===== src/rtl/bcd_scan_counter.sv =====
// Multi-digit BCD up/down counter with tick prescaler and digit scanner.
// Ports: clk/rst_n, en/up/clear/load/load_val in; count, digit_value, digit_sel, wrap out.
module bcd_scan_counter #(
  parameter int DIGITS   = 4,
  parameter int PRESCALE = 50000,
  parameter int SCAN_DIV = 1000
) (
  input  logic                  clk,
  input  logic                  rst_n,
  input  logic                  en,
  input  logic                  up,
  input  logic                  clear,
  input  logic                  load,
  input  logic [4*DIGITS-1:0]   load_val,
  output logic [4*DIGITS-1:0]   count,
  output logic [3:0]            digit_value,
  output logic [DIGITS-1:0]     digit_sel,
  output logic                  wrap
);

  localparam int PW = (PRESCALE > 1) ? $clog2(PRESCALE) : 1;
  localparam int SW = (SCAN_DIV > 1) ? $clog2(SCAN_DIV) : 1;
  localparam int IW = (DIGITS > 1) ? $clog2(DIGITS) : 1;

  localparam logic [PW-1:0] PRE_LAST  = PW'(PRESCALE - 1);
  localparam logic [SW-1:0] SCAN_LAST = SW'(SCAN_DIV - 1);
  localparam logic [IW-1:0] IDX_LAST  = IW'(DIGITS - 1);

  logic [PW-1:0]          r_pre;
  logic [SW-1:0]          r_scan;
  logic [IW-1:0]          r_idx;
  logic [4*DIGITS-1:0]    r_count;
  logic                   r_wrap;

  logic                   w_step;
  logic [4*DIGITS-1:0]    w_inc;
  logic [4*DIGITS-1:0]    w_dec;
  logic [4*DIGITS-1:0]    w_ld;
  logic                   w_cy;
  logic                   w_bw;
  logic [3:0]             w_dv;

  assign w_step = en && (r_pre == PRE_LAST);

  // Ripple carry/borrow across all digits in one cycle.
  // A carry surviving the last digit means all-9s (or all-0s).
  always_comb begin
    w_inc = r_count;
    w_dec = r_count;
    w_cy  = 1'b1;
    w_bw  = 1'b1;
    for (int i = 0; i < DIGITS; i++) begin
      if (w_cy) begin
        if (r_count[4*i +: 4] == 4'd9) begin
          w_inc[4*i +: 4] = 4'd0;
        end else begin
          w_inc[4*i +: 4] = r_count[4*i +: 4] + 4'd1;
          w_cy = 1'b0;
        end
      end
      if (w_bw) begin
        if (r_count[4*i +: 4] == 4'd0) begin
          w_dec[4*i +: 4] = 4'd9;
        end else begin
          w_dec[4*i +: 4] = r_count[4*i +: 4] - 4'd1;
          w_bw = 1'b0;
        end
      end
    end
  end

  // Non-BCD load digits collapse to 0 so the count stays valid.
  for (genvar g = 0; g < DIGITS; g++) begin : g_ld
    assign w_ld[4*g +: 4] =
      (load_val[4*g +: 4] > 4'd9) ? 4'd0 : load_val[4*g +: 4];
  end

  always_ff @(posedge clk or negedge rst_n) begin
    if (!rst_n) begin
      r_count <= '0;
      r_pre   <= '0;
      r_wrap  <= 1'b0;
    end else begin
      r_wrap <= 1'b0;
      priority case (1'b1)
        clear: begin
          r_count <= '0;
          r_pre   <= '0;
        end
        load: begin
          r_count <= w_ld;
          r_pre   <= '0;
        end
        w_step: begin
          r_pre <= '0;
          if (up) begin
            r_count <= w_inc;
            r_wrap  <= w_cy;
          end else begin
            r_count <= w_dec;
            r_wrap  <= w_bw;
          end
        end
        en: begin
          r_pre <= r_pre + PW'(1);
        end
        default: begin
        end
      endcase
    end
  end

  // Scanner is free-running; control inputs never touch it.
  always_ff @(posedge clk or negedge rst_n) begin
    if (!rst_n) begin
      r_scan <= '0;
      r_idx  <= '0;
    end else begin
      if (r_scan == SCAN_LAST) begin
        r_scan <= '0;
        if (r_idx == IDX_LAST) begin
          r_idx <= '0;
        end else begin
          r_idx <= r_idx + IW'(1);
        end
      end else begin
        r_scan <= r_scan + SW'(1);
      end
    end
  end

  always_comb begin
    w_dv = 4'd0;
    for (int i = 0; i < DIGITS; i++) begin
      if (r_idx == IW'(i)) begin
        w_dv = r_count[4*i +: 4];
      end
    end
  end

  assign count       = r_count;
  assign wrap        = r_wrap;
  assign digit_value = w_dv;
  assign digit_sel   = ~(DIGITS'(1) << r_idx);

endmodule


===== config.mk =====
export PLATFORM = sky130hd
export DESIGN_NAME = bcd_scan_counter
export DESIGN_NICKNAME = d
export VERILOG_FILES = /design/src/rtl/bcd_scan_counter.sv
export SDC_FILE = /design/constraint.sdc
export NUM_CORES = 1
export LEC_CHECK = 0
export CAP_MARGIN = 0
export CORE_ASPECT_RATIO = 0.9
export CORE_MARGIN = 2
export CORE_UTILIZATION = 50
export CTS_BUF_LIST = sky130_fd_sc_hd__clkbuf_4
export CTS_CLUSTER_DIAMETER = 80
export DETAILED_ROUTE_END_ITERATION = 10
export GPL_ROUTABILITY_DRIVEN = 0
export GPL_TIMING_DRIVEN = 0
export PLACE_DENSITY = 0.81
export SYNTH_ARGS = -nofsm -noshare
export SYNTH_HDL_FRONTEND = slang
export SYNTH_SLANG_ARGS = --single-unit

===== constraint.sdc =====
create_clock -name clk -period 2.9 [get_ports clk]
set_input_delay 0.435 -clock clk [delete_from_list [all_inputs] [get_ports clk]]
set_output_delay 0.435 -clock clk [all_outputs]
set_load 0.005 [all_outputs]

=== Yosys cells after proc, flatten, opt, wreduce, memory -nomap -nowiden ===
Index checks and enable logic that the tools add are counted.

* Word-level logic and storage cells: 101
* Register bits after elaboration: 45
* Output and inout port bits: 25

* Muxes and demuxes: 50
* Bitwise logic cells: 1
* Equality and inequality tests: 12
* Reductions and logical operators: 14
* Shift operators: 1
* $lt $le $gt $ge: 4
* Add/sub/neg operators: 11

{| class="wikitable"
|+ Operator list
! cell !! number
|-
| $mux W16 || 8
|-
| $mux W4 || 22
|-
| $mux W1 || 18
|-
| $add A16 B1 Y16 const B || 1
|-
| $add A4 B1 Y4 const B || 4
|-
| $eq A16 B16 Y1 const B || 1
|-
| $eq A4 B4 Y1 const B || 4
|-
| $gt A4 B4 Y1 const B || 4
|-
| $logic_not A4 Y1 || 4
|-
| $reduce_bool A4 Y1 || 4
|-
| $sub A4 B1 Y4 const B || 4
|-
| $ne A4 B1 Y1 const B || 3
|-
| $add A10 B1 Y10 const B || 1
|-
| $eq A10 B10 Y1 const B || 1
|-
| $mux W10 || 1
|-
| $reduce_and A3 Y1 || 3
|-
| $eq A2 B2 Y1 const B || 2
|-
| $not A4 Y4 || 1
|-
| $shl A1 B2 Y4 const A || 1
|-
| $reduce_bool A3 Y1 || 1
|-
| $add A2 B1 Y2 const B || 1
|-
| $eq A2 B1 Y1 const B || 1
|-
| $logic_not A2 Y1 || 1
|-
| $mux W2 || 1
|-
| $logic_and A1 B1 Y1 || 1
|}

=== Logic depth before layout (Yosys ltp) ===
Gate-level depths: netlist of the first run.

* Depth in word-level cells: 9
* Gate-level depth with buffers: 8

=== Least setup slack after synthesis of the first run ===
OpenSTA, ideal clock, no wires.

* Path kind: reg-to-reg
* From: reg r_count[0] (netlist: count[0])
* To: reg r_count[15] (netlist: count[15])
* Slack: 0.440 ns
* Path buffers: 0
* Library setup time: 0.087 ns
* Data required time: 2.813 ns
* Stages on the path, launching flop included: 8
* Arrival: 2.374 ns
* Cells stage by stage: dfrtp_1 > inv_1 > ha_1 > or4b_2 > nor3_1 > nor2_1 > or4_1 > o211ai_1

* Cells in the longest elaborated chain, start to end: 6

{| class="wikitable"
|+ Ends and longest elaborated chain
! element !! RTL line !! text
|-
| start: declaration || 32 || <nowiki>logic [4*DIGITS-1:0] r_count;</nowiki>
|-
| start signal: assignment || 91 || <nowiki>r_count <= w_ld;</nowiki>
|-
| start signal: assignment || 97 || <nowiki>r_count <= w_inc;</nowiki>
|-
| start signal: assignment || 100 || <nowiki>r_count <= w_dec;</nowiki>
|-
| $eq A4 B4 Y1 / $logic_not A4 Y1 (equally long branches) || 54, 62 ||
|-
| $mux W1 (on tied branches) || 54, 62 ||
|-
| $mux W1 (on tied branches) (2 in a row) || 53, 61 ||
|-
| $ne A4 B1 Y1 (no source line) / $reduce_bool A4 Y1 (equally long branches) || -- ||
|-
| $reduce_and A3 Y1 (no source line) (*) || -- ||
|}

Mark *: on every way between the ends. The rest lies on a longest branch, timed or not.
A chain may end at the register's enable or synchronous reset.

=== Worst setup path in the final report of the first run ===
* From: reg r_idx[1]
* To: out digit_value[3]

* Cells in the longest elaborated chain, start to end: 5

{| class="wikitable"
|+ Ends and longest elaborated chain
! element !! RTL line !! text
|-
| start: declaration || 31 || <nowiki>logic [IW-1:0] r_idx;</nowiki>
|-
| start signal: assignment || 124 || <nowiki>r_idx <= r_idx + IW'(1);</nowiki>
|-
| $logic_not A2 Y1 || 135 || <nowiki>if (r_idx == IW'(i)) begin</nowiki>
|-
| $mux W4 (3 in a row) || 135 ||
|-
| $mux W4 (*) || 135 ||
|-
| end: declaration || 16 || <nowiki>output logic [3:0] digit_value,</nowiki>
|}

Marks and branches as above.

==> results of run 1 <==
==> final cells by class <==
cell class,count,area (sq um),area share
multi-input cells,304,2010,0.508
flip-flops and latches,45,1130,0.285
repair buffers,46,465,0.118
well taps,90,113,0.0285
inverters,24,90.1,0.0228
plain buffers,22,85.1,0.0216
clock buffers,5,37.5,0.00951
clock inverters,3,22.5,0.00571
==> per-layer routing <==
metal | global-route usage | part of all wire | up-vias
met2 | 0.381 | 0.46 | 114
met4 | 0.0761 | 0.021 | 0
met1 | 0.321 | 0.47 | 1521
li1 | - | - | 1534
met3 | 0.0356 | 0.052 | 18
met5 | 0 | 0 | -
==> registers in the layout, indices dropped and copies added, names as in the netlist <==
signal  count
count      16
r_idx       2
r_pre      16
r_scan     10
wrap        1
==> worst min path at each step <==
| stage | from | endpoint | slack, ps | cells past startpoint |
|---|---|---|---|---|
| after floorplan | rst_n | count[0] | 140 | 0 |
| after global placement | r_scan[0] | r_scan[0] | 450 | 1 |
| final | rst_n | count[11] | 440 | 2 |
| after global routing | rst_n | count[10] | 440 | 2 |
| after CTS | rst_n | count[11] | 430 | 2 |
| after detailed placement | rst_n | count[6] | 320 | 1 |
==> cell families after synthesis <==
| family | Yosys count | synth area share |
|---|---|---|
| simple gates | 152 | 0.238 |
| compound gates | 109 | 0.229 |
| buf+inv | 46 | 0.0532 |
| flops | 45 | 0.342 |
| xor+xnor | 20 | 0.0532 |
| fa+ha+maj | 18 | 0.0683 |
| mux | 5 | 0.0163 |
==> stage by stage <==
step | setup WS, ps | power, mW | std cells
after global routing | 14.3 | 1.39 | 539
after detailed placement | 18.8 | 1.00 | 530
final | 100 | 1.33 | 539
after CTS | 100 | 1.33 | 539
after global placement | 49.5 | 0.993 | 529
after floorplan | 440 | 0.864 | 395
==> layout by cell type, fill, tap and decap left out, drive strengths merged, types with 6 or more instances in the layout <==
master	count
a211oi	6
nand4	6
nand2b	6
clkdlybuf4s50	43
nor2	34
nor3	6
nand3	24
o21ai	22
inv	24
clkbuf	24
dfrtp	45
xor2	12
xnor2	8
a21oi	32
nand2	37
a31oi	7
ha	18
nor2b	9
==> power groups by stage <==
stage	Clock, mW	Combinational, mW	Sequential, mW
floorplan	0	0.183	0.681
global placement	0	0.306	0.688
detailed placement	0	0.317	0.688
CTS	0.333	0.319	0.676
global route	0.354	0.360	0.680
finish	0.324	0.328	0.677
==> repair_timing <==
action,CTS,global route
endpoints found under the setup margin,0,6
resized for setup,0,3
hold endpoints to repair,8,0
hold buffers,1,0
==> metrics.md, run 1 <==
| Metric | Value |
|---|---|
| Number of antenna violations at the first check in global routing | 0 |
| Number of H-tree branching levels | 2 |
| Cell row count | 28 |
| Clock slew at the register clock pins of the worst setup and hold paths | ~150 ps |
| Remaining max-slew budget at the tightest pin | 0.411 |
| Required time of the critical path | 2470 ps |
| Flop-to-flop setup slack | 240 ps |
| Total routing resource utilization after global routing | 0.235 |
| Die Footprint | 7260 sq um |
| Placed inst area | between 3000 and 4000 sq um |
| Count of TritonRoute iterations in the first routing pass | 5 |
| WL per Instance | 15.4 um |
| Cell count along the critical path | 8 |
| Design Area, Final | 3950 sq um |
| Capture point of the critical path | digit_value[3] |
| Largest net degree at the start of global routing | 38 |
| Clk root buf | sky130_fd_sc_hd__clkbuf_4 |
| Number of DRC violations after detailed routing | 0 |
| Number of enable flip-flop cells after synthesis | 0 |
| Launching instance or port of the critical path | r_idx[1] |
| Count of yosys warnings during synthesis | 0 |
| P_leak | roughly 1.6 nW |
| Maximum single-stage delay on the critical path | 560 ps |
| Post-layout utilization of the core | 0.609 |
| Count of input and output buffers | 44 |
| Max Slew Vio Count | 0 |
| Setup repair after global routing missed its margin | false |
| Combinational fraction of design power | 0.247 |
| Antenna fix cells | 0 |
| Chain of cells forming the critical path | inv_1 -> ha_1 -> inv_2 -> nand3_1 -> a21oi_1 -> a21oi_1 -> o21ai_0 -> clkdlybuf4s50_1 |
| VDD IR-drop max | 0.200 mV |
| FF-to-FF End | count[15] |
| Cell family with most CP delay | buffers and inverters |
| Endpoints failing hold | 0 |
| Share of power burned in registers | 0.509 |
| Post-synth top area cell | sky130_fd_sc_hd__dfrtp_1 |
| Final Hold Slack | approximately 440 ps |
| Top fanout value on the critical path | 5 |
| Slowest-stage cell, CP | sky130_fd_sc_hd__clkdlybuf4s50_1 |
| Per-cell via count in the routed design | roughly 6 |
| Dominant synthesized flop cell | sky130_fd_sc_hd__dfrtp_1 |
| Critical path arrival | 2360 ps |
| Kind of critical path | reg2out |
| Gate count after technology mapping | 395 |
| Switching share of power | 0.328 |
| Most common cell type on the critical path | sky130_fd_sc_hd__a21oi_1 |
| Crit start category | flop |
| Clock share of power | 0.244 |
| Buf/Inv on CP | 3 |
| Setup Buffers After CTS | 0 |
| Share of layout cells above drive strength 1 | 0.0624 |
| Number of global-route vias before repair | approximately 2,900 |
| Violation count after the first detailed-route iteration | 210 |
| Synth top area cells | sky130_fd_sc_hd__dfrtp_1 34%, sky130_fd_sc_hd__ha_1 6.8%, sky130_fd_sc_hd__a21oi_1 4.9% |
| Average instance area after synthesis | 8.34 sq um |
| HPWL after DPL | approximately 6200 um |
| Final worst clock skew | between 10 and 15 ps |
| Number of distinct library cells after synthesis | 56 |
| Count of state elements after synthesis | 45 |
| Net count after synthesis | 435 |
| Count of fill cells added during filler insertion | 575 |
| Maximum clock rate | 357 MHz |
| Post-layout nets | between 400 and 500 |
| CTS buffer count | 5 |
| Synthesis-to-layout area growth | 19.7% |
| Async set-reset flop share out of synthesis | 1.00 |
| Min cycle time layout | between 2000 and 3000 ps |
| Result of the run | completed |
| Starting utilization of the core area | 0.508 |
| Routed Wire Length | 8290 um |
| Die Wd | 89.6 um |
| Floorplan die height | 81.0 um |
| Clock tree from TritonCTS | yes |
| Worst reg-to-reg path cell count | 7 |
| Boundary pin count | 47 |
| Synth Cell Area | around 3300 sq um |
| Fraction of post-synthesis cell area in the top cell type by area | 0.342 |
| Number of endpoints failing setup at the final stage | 0 |
| Commonest cells post-synth | 45 x sky130_fd_sc_hd__dfrtp_1, 37 x sky130_fd_sc_hd__nand2_1, 34 x sky130_fd_sc_hd__nor2_1, 32 x sky130_fd_sc_hd__a21oi_1 |
| Cell area power density | 337 nW/um^2 |
| Via Count | about 3,200 |
| Most repeated cell in the gate-level netlist after synthesis | sky130_fd_sc_hd__dfrtp_1 |
| Worst-case clock buffer depth | 2 |
| First-pass GRT wire length | roughly 13,000 um |
| Share of the yosys chip area belonging to registers | 0.342 |
| Beginning of the worst register-to-register path | count[0] |
| Maximum capacitance violations | 0 |
| Worst hold path class | in2async |
| Core Area | approximately 6500 sq um |
| Remaining antenna violation count | 0 |
| Global-route congestion overflow total | 0 |
| Worst-margin pin slew | 881 ps |
| Accumulated negative setup slack | 0 ps |
| Tcrit/Tclk final | 0.965 |
| Cell Int Power | 0.893 mW |
| Later-pin clock latency in the skew report | 380 ps |
| Psw | 0.437 mW |
| Clk sink count | 45 |
| Worst setup EP type | output port |
Note: power is estimated with default switching activity, not from simulation.
==> inputs of run 2 (changes only) <==
--- a/config.mk
+++ b/config.mk
@@ -6,15 +6,17 @@
 export NUM_CORES = 1
 export LEC_CHECK = 0
 export CAP_MARGIN = 0
+export CELL_PAD_IN_SITES_DETAIL_PLACEMENT = 0
+export CELL_PAD_IN_SITES_GLOBAL_PLACEMENT = 1
 export CORE_ASPECT_RATIO = 0.9
 export CORE_MARGIN = 2
-export CORE_UTILIZATION = 50
+export CORE_UTILIZATION = 43
 export CTS_BUF_LIST = sky130_fd_sc_hd__clkbuf_4
 export CTS_CLUSTER_DIAMETER = 80
 export DETAILED_ROUTE_END_ITERATION = 10
 export GPL_ROUTABILITY_DRIVEN = 0
 export GPL_TIMING_DRIVEN = 0
-export PLACE_DENSITY = 0.81
+export PLACE_DENSITY = 0.9
 export SYNTH_ARGS = -nofsm -noshare
 export SYNTH_HDL_FRONTEND = slang
 export SYNTH_SLANG_ARGS = --single-unit
==> run 2 against run 1 <==
  * Setup slack improved by 59 ps
  * Critical path depth decreased by 1
  * Critical endpoint is now digit_value[0]
  * Sequential power about the same
  * Sequential share of layout area about the same
  * Critical path type unchanged
  * Register-to-register slack got worse by 60 ps
  * Combinational power about the same
  * Cell area about the same
  * Clock skew increased by 21 ps
  * Core utilization decreased by 8.0 points
  * Clock power increased by 2%
  * Final cell count increased by 1.1%
==> metrics.md, run 2 (same netlist as run 1, synthesis figures left out) <==
| Metric | Value |
|---|---|
| Result of the run | completed |
| Storage cell area | 1130 sq um |
| Buf/Inv on CP | 2 |
| Violation count after the first detailed-route iteration | 189 |
| Critical path arrival | roughly 2300 ps |
| First-pass GRT wire length | approximately 14,000 um |
| Worst-case clock buffer depth | 2 |
| Routed Wire Length | 8530 um |
| Count of input and output buffers | between 40 and 50 |
| Tcrit/Tclk final | 0.945 |
| Slowest-stage cell, CP | sky130_fd_sc_hd__clkdlybuf4s50_1 |
| Clk sink count | between 40 and 50 |
| WL per Instance | around 16 um |
| Global-route congestion overflow total | 0 |
| Chain of cells forming the critical path | ha_1 -> inv_2 -> nand3_1 -> a21oi_1 -> a21oi_1 -> o21ai_0 -> clkdlybuf4s50_1 |
| Cell family with most CP delay | buffers and inverters |
| HPWL after DPL | approximately 6300 um |
| Remaining max-slew budget at the tightest pin | 0.427 |
| Min cycle time layout | 2740 ps |
| Maximum single-stage delay on the critical path | around 550 ps |
| Clk root buf | sky130_fd_sc_hd__clkbuf_4 |
| Later-pin clock latency in the skew report | 380 ps |
| Clock share of power | 0.248 |
| Placed inst area | 3870 sq um |
| Most used cells in the layout excluding fill and tap cells | 45 x sky130_fd_sc_hd__dfrtp_1, 43 x sky130_fd_sc_hd__clkdlybuf4s50_1, 37 x sky130_fd_sc_hd__nand2_1 |
| Via Count | 3,147 |
| Worst hold path class | reg2reg |
| Per-cell via count in the routed design | between 5 and 6 |
| Switching share of power | 0.330 |
| Share of power burned in registers | 0.507 |
| Post-layout nets | 488 |
| Number of DRC violations after detailed routing | 0 |
| Design Area, Final | 3950 sq um |
| Synthesis-to-layout area growth | 19.8% |
| Crit start category | flop |
| Maximum clock rate | 365 MHz |
| Boundary pin count | 47 |
| VDD IR-drop max | 0.238 mV |
| Footprint of the multi-input gates | ~2000 sq um |
| Clock tree from TritonCTS | yes |
| Maximum capacitance violations | 0 |
| Setup repair after global routing missed its margin | false |
| Most common cell type on the critical path | sky130_fd_sc_hd__a21oi_1 |
| Final worst clock skew | 33.8 ps |
| Endpoints failing hold | 0 |
| Cell Int Power | roughly 0.90 mW |
| Total routing resource utilization after global routing | 0.212 |
| Die Footprint | 8380 sq um |
| Combinational fraction of design power | 0.244 |
| Worst-margin pin slew | 857 ps |
| Floorplan die height | 87.1 um |
| Cell area power density | 338 nW/um^2 |
| Setup Buffers After CTS | 0 |
| Die Wd | roughly 96 um |
| Count of fill cells added during filler insertion | slightly above 700 |
| Starting utilization of the core area | 0.441 |
| Number of H-tree branching levels | 2 |
| Psw | 0.441 mW |
| Required time of the critical path | 2470 ps |
| Core Area | 7470 sq um |
| Max Slew Vio Count | 0 |
| Number of endpoints failing setup at the final stage | 0 |
| Number of antenna violations at the first check in global routing | 0 |
| Kind of critical path | reg2out |
| Number of global-route vias before repair | 2,905 |
| Count of TritonRoute iterations in the first routing pass | 4 |
| Top fanout value on the critical path | 5 |
| Cell row count | 30 |
| Antenna fix cells | 0 |
| Commonest non-fill, non-tap cell in the layout | sky130_fd_sc_hd__dfrtp_1 |
| Accumulated negative setup slack | 0 ps |
| Share of layout cells above drive strength 1 | 0.0624 |
| CTS buffer count | 5 |
| Worst setup EP type | output port |
| Largest net degree at the start of global routing | 31 |
| Remaining antenna violation count | 0 |
| Clock slew at the register clock pins of the worst setup and hold paths | 140 ps |
| P_leak | ~1.5 nW |
-- run 2: cell count changes in the layout (fill, tap and decap cells not counted) --
| cell | delta |
|---|---|
| sky130_fd_sc_hd__clkinv_2 | -1 |
| sky130_fd_sc_hd__clkinv_4 | -1 |
| sky130_fd_sc_hd__clkinvlp_4 | +1 |
| sky130_fd_sc_hd__inv_6 | +1 |
| sky130_fd_sc_hd__nor3_2 | +1 |
| sky130_fd_sc_hd__nor3_4 | -1 |
| sky130_fd_sc_hd__o21ai_0 | -1 |
| sky130_fd_sc_hd__o21ai_1 | +1 |
-- run 2: power by group through the flow --
stage / Sequential (mW) / Clock (mW) / Combinational (mW)
floorplan: 0.681 / 0 / 0.183
global placement: 0.688 / 0 / 0.313
detailed placement: 0.689 / 0 / 0.319
CTS: 0.677 / 0.338 / 0.322
global route: 0.681 / 0.373 / 0.358
finish: 0.678 / 0.332 / 0.327
-- run 2: final cells by class --
type,count,share of cell area
inverters,24,0.0228
repair buffers,46,0.118
clock buffers,5,0.00951
multi-input cells,304,0.506
clock inverters,3,0.00634
plain buffers,22,0.0215
flip-flops and latches,45,0.285
well taps,96,0.0304
-- run 2: timing repair --
item / 4_1_cts / 5_1_grt
setup endpoints to repair: 0 / 5
endpoints found under the hold margin: 15 / 0
gates resized for setup: 0 / 3
hold buffers: 1 / 0
-- run 2: metal layers --
layer	track usage	wire [um]	vias up
li1	-	-	1529
met1	0.316	4220	1546
met2	0.335	3930	69
met3	0.0286	364	3
met4	0.0312	17	0
met5	0	0	-
-- run 2: per-stage QoR --
| stage | worst slack, ps | total power, mW | instances | hold slack, ps | utilization |
|---|---|---|---|---|---|
| after global placement | -20.4 | 1.00 | 535 | 453 | 0.516 |
| after detailed placement | -29.9 | 1.01 | 536 | 396 | 0.518 |
| final | 159 | 1.34 | 545 | 481 | 0.529 |
| after global routing | 22.1 | 1.41 | 545 | 509 | 0.529 |
| after CTS | 69.6 | 1.34 | 545 | 483 | 0.528 |
| after floorplan | 440 | 0.864 | 395 | 139 | - |
-- run 2: path summary, 6_finish.rpt --
kind,startpoint,cells after the start,end,slack [ps]
hold reg to reg,r_scan[0],1,r_scan[0],480
setup reg to reg,count[0],7,count[15],180
min in group asynchronous,rst_n,2,r_pre[5],500
max in group asynchronous,rst_n,3,count[1],1870
hold / removal,r_scan[0],1,r_scan[0],480
setup / recovery,r_idx[0],7,digit_value[0],160
